## config.mk

```make
export PLATFORM = sky130hd
export DESIGN_NAME = sub_serial_borrow
export DESIGN_NICKNAME = d
export VERILOG_FILES = /design/src/rtl/sub_serial_pkg.sv /design/src/rtl/full_subtractor_bit.sv /design/src/rtl/sub_serial_borrow.sv
export SDC_FILE = /design/constraint.sdc
export NUM_CORES = 1
export LEC_CHECK = 0
export ABC_AREA = 1
export BUFFER_PORTS_ARGS = -buffer_cell sky130_fd_sc_hd__clkbuf_2
export CAP_MARGIN = 20
export CORE_ASPECT_RATIO = 1.2
export CORE_UTILIZATION = 55
export CTS_CLUSTER_SIZE = 28
export DETAILED_ROUTE_END_ITERATION = 7
export GPL_TIMING_DRIVEN = 0
export HOLD_SLACK_MARGIN = 0.03
export PLACE_DENSITY_LB_ADDON = 0.2
export SLEW_MARGIN = 15
export SYNTH_ARGS = -nofsm -noshare
export SYNTH_HDL_FRONTEND = slang
export SYNTH_SLANG_ARGS = --single-unit
```

## constraint.sdc

```tcl
create_clock -name clk -period 1.7 [get_ports clk]
set_clock_uncertainty 0.15 [all_clocks]
set_input_delay 0.255 -clock clk [delete_from_list [all_inputs] [get_ports clk]]
set_output_delay 0.255 -clock clk [all_outputs]
set_load 0.02 [all_outputs]
```

## src/rtl/sub_serial_pkg.sv

```systemverilog
// Shared definitions for the bit-serial borrow subtractor: FSM encodings,
// default width and bit-counter sizing.
package sub_serial_pkg;

   typedef enum logic [1:0] {
      ST_IDLE  = 2'd0,
      ST_SHIFT = 2'd1,
      ST_DONE  = 2'd2
   } state_t;

   localparam int WIDTH_DEF = 8;
   localparam int CNT_W     = $clog2(WIDTH_DEF);

   function automatic int cnt_width(input int w);
      return (w < 2) ? 1 : $clog2(w);
   endfunction

endpackage

```

## src/rtl/full_subtractor_bit.sv

```systemverilog
// One-bit full subtractor assembled from power-tagged gate cells; the borrow
// term is the adder's majority function with the minuend inverted.
module xor3_p #(
   parameter int PwrC = 0
) (
   input  logic a,
   input  logic b,
   input  logic c,
   output logic y
);
   // PwrC only selects the accounting group; both variants are identical logic.
   if (PwrC != 0) begin : g_tagged
      assign y = a ^ b ^ c;
   end else begin : g_plain
      assign y = a ^ b ^ c;
   end
endmodule

module and2_p #(
   parameter int PwrC = 0
) (
   input  logic a,
   input  logic b,
   output logic y
);
   if (PwrC != 0) begin : g_tagged
      assign y = a & b;
   end else begin : g_plain
      assign y = a & b;
   end
endmodule

module or3_p #(
   parameter int PwrC = 0
) (
   input  logic a,
   input  logic b,
   input  logic c,
   output logic y
);
   if (PwrC != 0) begin : g_tagged
      assign y = a | b | c;
   end else begin : g_plain
      assign y = a | b | c;
   end
endmodule

module full_subtractor_bit #(
   parameter int PwrC = 0
) (
   input  logic a,
   input  logic b,
   input  logic bi,
   output logic d,
   output logic bo
);
   logic a_n;
   logic t_ab, t_abi, t_bbi;

   assign a_n = ~a;

   xor3_p #(.PwrC(PwrC)) u_xor (.a(a),   .b(b),  .c(bi),  .y(d));
   and2_p #(.PwrC(PwrC)) u_a0  (.a(a_n), .b(b),  .y(t_ab));
   and2_p #(.PwrC(PwrC)) u_a1  (.a(a_n), .b(bi), .y(t_abi));
   and2_p #(.PwrC(PwrC)) u_a2  (.a(b),   .b(bi), .y(t_bbi));
   or3_p  #(.PwrC(PwrC)) u_or  (.a(t_ab), .b(t_abi), .c(t_bbi), .y(bo));
endmodule

```

## src/rtl/sub_serial_borrow.sv

```systemverilog
// Bit-serial subtractor D = A - B - BI, LSB first, one bit per clock.
// Define SUB_OVF_EN to generate the signed-overflow flag; otherwise ovf is 0.
module sub_serial_borrow
   import sub_serial_pkg::*;
#(
   parameter int WIDTH = WIDTH_DEF,
   parameter int PwrC  = 0
) (
   input  logic             clk,
   input  logic             reset,
   input  logic             start,
   input  logic [WIDTH-1:0] a,
   input  logic [WIDTH-1:0] b,
   input  logic             bi,
   output logic             busy,
   output logic             done,
   output logic [WIDTH-1:0] d,
   output logic             bo,
   output logic             ovf
);
   localparam int CW = cnt_width(WIDTH);

   state_t           state_q;
   logic [WIDTH-1:0] ra_q, rb_q;
   logic [WIDTH-2:0] rd_q;
   logic [WIDTH-1:0] rd_d;
   logic [WIDTH-1:0] d_q;
   logic [CW-1:0]    cnt_q;
   logic             borrow_q, busy_q, done_q, bo_q;
   logic             diff_w, borrow_d;
   logic             last_bit;

   full_subtractor_bit #(.PwrC(PwrC)) u_cell (
      .a  (ra_q[0]),
      .b  (rb_q[0]),
      .bi (borrow_q),
      .d  (diff_w),
      .bo (borrow_d)
   );

   // rd holds WIDTH-1 finished bits; the final diff bit completes the word.
   assign rd_d     = {diff_w, rd_q};
   assign last_bit = (cnt_q == CW'(WIDTH - 1));

   always_ff @(posedge clk or posedge reset) begin
      if (reset) begin
         state_q  <= ST_IDLE;
         ra_q     <= '0;
         rb_q     <= '0;
         rd_q     <= '0;
         d_q      <= '0;
         cnt_q    <= '0;
         borrow_q <= 1'b0;
         busy_q   <= 1'b0;
         done_q   <= 1'b0;
         bo_q     <= 1'b0;
      end else begin
         done_q <= 1'b0;
         case (state_q)
            ST_IDLE: begin
               if (start) begin
                  ra_q     <= a;
                  rb_q     <= b;
                  borrow_q <= bi;
                  cnt_q    <= '0;
                  busy_q   <= 1'b1;
                  state_q  <= ST_SHIFT;
               end
            end
            ST_SHIFT: begin
               ra_q     <= ra_q >> 1;
               rb_q     <= rb_q >> 1;
               rd_q     <= rd_d[WIDTH-1:1];
               borrow_q <= borrow_d;
               cnt_q    <= cnt_q + CW'(1);
               if (last_bit) begin
                  d_q     <= rd_d;
                  bo_q    <= borrow_d;
                  busy_q  <= 1'b0;
                  done_q  <= 1'b1;
                  state_q <= ST_DONE;
               end
            end
            ST_DONE: state_q <= ST_IDLE;
            default: state_q <= ST_IDLE;
         endcase
      end
   end

`ifdef SUB_OVF_EN
   logic [1:0] sgn_q;
   logic       ovf_q;

   always_ff @(posedge clk or posedge reset) begin
      if (reset) begin
         sgn_q <= 2'b00;
         ovf_q <= 1'b0;
      end else begin
         if (state_q == ST_IDLE && start)
            sgn_q <= {a[WIDTH-1], b[WIDTH-1]};
         // Signs differ and the result sign departs from the minuend sign.
         if (state_q == ST_SHIFT && last_bit)
            ovf_q <= (sgn_q[1] != sgn_q[0]) && (diff_w != sgn_q[1]);
      end
   end

   assign ovf = ovf_q;
`else
   assign ovf = 1'b0;
`endif

   assign busy = busy_q;
   assign done = done_q;
   assign d    = d_q;
   assign bo   = bo_q;

endmodule

```

==> impl_metrics.py <==
metrics = {
    "cts": {
        "cts_root_buf": "clkbuf_4",
        "clock_latency_ns": 0.34,
        "cts.clk_slew.worst_paths_ns": 0.11,
        "cts_max_path_buffers": 2,
        "cts.sinks": 40,
        "h-tree-depth": 2,
        "cts_resized": 0,
        "tritoncts": "yes",
        "cts_made_buffers": 5,
    },
    "min_path": {
        "hold_class": "input port to flop",
        "min_from": "b[2]",
        "hold_end": "rb_q[2]",
        "holdPathStages": 5,
    },
    "timing": {
        "rsz0062_at_grt": "false",
        "final.setup.tns_ns": 0,
        "setup_violations": 0,
        "post-route-min-period_ns": 1.507,
        "fmax_mhz": 663.4,
        "layout_setup_ws_ns": 0.1926,
        "slew_viol_final": 0,
        "hold_violations": 0,
        "period_share_pct": 88.67,
    },
    "synth": {
        "yosysUniqueCellTypes": 18,
        "syn_area_mm2": 0.001832,
        "synth_largest_area_cell": "dfrtp_1",
        "seq_area_frac_synth_pct": 54.64,
        "synthTopCellsByArea": "dfrtp_1, nand2_1, nand3_1",
        "ys_warn_count": 0,
        "synth_fp_nets": 240,
        "syn_inst": 217,
        "yosys_register_bits": 40,
        "yosysTopAreaCellShare_pct": 54.64,
        "synth_area_per_cell_um2": 8.441,
    },
    "die": {
        "dieArea_mm2": 0.003566,
        "die_h_um": 65.22,
        "rows": 22,
        "fp.dieW_um": 54.68,
        "io_pins": 32,
        "start_util_pct": 58.89,
        "core_area_mm2": 0.003110,
    },
    "setup_path": {
        "crit_fanout": 10,
        "r2r_start": "cnt_q[0]",
        "ff2ff_setup_slack_ns": 0.19,
        "reg2reg_depth": 5,
        "path_class": "flop to flop",
        "cp-start-kind": "flop",
        "cp-end-kind": "flop",
        "r2r-end": "d[6]",
        "critPathRequiredTime_ns": 1.77,
        "arrival_ns": 1.58,
    },
    "global_route": {
        "grt_pass1_vias": 1440,
        "antenna_found_initial": 0,
        "grt_max_degree": 33,
        "grt_pass1_wl_um": 6078,
        "grt_usage_pct": 24.16,
        "overflow": 0,
    },
    "route": {
        "drc_errors": 0,
        "drt_pass1_iterations": 4,
        "vias_per_cell": 5.115,
        "drt_iter0_markers": 46,
        "num_vias": 1514,
        "ant_nets": 0,
        "drt-wirelength-per-cell_um": 11.81,
        "routed_wl_um": 3496,
    },
    "run_status": {
        "outcome": "complete, no violations",
    },
    "power_and_ir_drop": {
        "cellPowerDensity_mw_per_mm2": 1717,
        "p_clk_share_pct": 12.0,
        "p_int_mw": 2.140,
        "p_sw_share_pct": 41.84,
        "p_comb_share_pct": 45.2,
        "p_switching_mw": 1.539,
        "seqPwrFrac_pct": 42.8,
        "ir_drop_mv": 1.167,
        "p_leak_nw": 1.199,
    },
    "finish": {
        "area_growth_pct": 17.01,
        "final_common_cell": "nand2_1",
        "fin_util_pct": 68.91,
        "antenna_cells": 0,
        "fillerInstances": 262,
        "fin_nets": 283,
        "fin_area_mm2": 0.002143,
        "layout-drive-gt1-share_pct": 21.92,
        "most-common-layout-cells": "nand2_1, dfrtp_1, nand3_1",
    },
    "flow_run": {
        "drv_cap": 0,
    },
    "place": {
        "place.gp.congestion": 0.7759,
        "placed_area_mm2": 0.002047,
        "dp_slack_ns": 0.1852,
        "dpl.hpwl_um": 2499,
        "port_buffers": 30,
    },
}
## state kept, by name, summed over array words and instances, names as in the netlist
signal	count
d	8
done	1
ra_q	8
state_q	2
rb_q	8
borrow_q	1
bo	1
rd_q	7
cnt_q	3
busy	1
## per-stage QoR
| stage | hold WS (ns) | power [mW] | cells |
|---|---|---|---|
| 3_3_place_gp | 0.3032 | 3.185 | 283 |
| 3_5_place_dp | 0.01378 | 3.270 | 284 |
| 4_1_cts | 0.03026 | 3.713 | 295 |
| 2_1_floorplan | 0.2146 | 2.809 | 217 |
| 6_report | 0.03391 | 3.679 | 296 |
| 5_1_grt | 0.04727 | 4.046 | 296 |
## power by group through the flow
| stage | combinational [mW] | clock, mW | sequential [mW] |
|---|---|---|---|
| finish | 1.66 | 0.442 | 1.58 |
| global route | 1.92 | 0.495 | 1.63 |
| CTS | 1.68 | 0.451 | 1.58 |
| detailed placement | 1.67 | 0 | 1.60 |
| global placement | 1.61 | 0 | 1.57 |
| floorplan | 1.12 | 0 | 1.69 |
## Yosys cell counts (all sizes together)
master / count
nand2: 89
dfrtp: 40
nand3: 35
o21ai: 15
buf: 13
inv: 12
nor2: 7
ha: 2
a21oi: 1
conb: 1
fa: 1
o22ai: 1
## kinds of logic (layout without fill, tap and decap cells)
logic type / after synthesis / in the layout / synth area share, %
compound gates: 17 / 17 / 4.713
fa+ha+maj: 3 / 3 / 2.459
buf+inv: 25 / 68 / 7.787
flops: 40 / 40 / 54.64
other cells: 1 / 1 / 0.2047
simple gates: 131 / 131 / 30.19
## worst max-delay path: stages (launching register included)
cell	delay (ns)
dfrtp_1	0.41
ha_1	0.21
ha_1	0.22
nand2_2	0.16
buf_6	0.15
o21ai_0	0.08
## layer usage
| metal | share of wire, % | up-vias | wire [µm] | global-route usage [%] |
|---|---|---|---|---|
| met5 | 0 | - | 0 | 0 |
| met2 | 50 | 33 | 1745 | 39.01 |
| met3 | 3.2 | 5 | 112 | 7.639 |
| li1 | - | 775 | - | - |
| met4 | 1.5 | 0 | 53 | 7.692 |
| met1 | 45 | 701 | 1584 | 29.89 |
## repair_timing
action | 4_1_cts | 5_1_grt
hold buffers | 4 | 1
endpoints found under the hold margin | 43 | 1
setup buffers | 0 | 0
## worst max-delay path by stage
stage	startpoint	slack, ns	endpoint
floorplan	cnt_q[0]	0.33	d[7]
global placement	reset	-0.11	rb_q[4]
detailed placement	cnt_q[0]	0.19	d[6]
CTS	cnt_q[0]	0.16	d[6]
global route	cnt_q[0]	0.10	d[1]
finish	cnt_q[0]	0.19	d[6]
## final cells by class
type | instances | area [µm²] | share of cell area (%)
multi-input combinational | 152 | 688.2 | 32.11
inverter | 12 | 45.04 | 2.102
sequential | 40 | 1001 | 46.70
clock inverter | 1 | 5.005 | 0.2335
buffer | 13 | 97.59 | 4.553
timing repair buffer | 36 | 220.2 | 10.27
clock buffer | 6 | 41.29 | 1.926
tap | 36 | 45.04 | 2.102
Power figures use the tool's default switching activity.
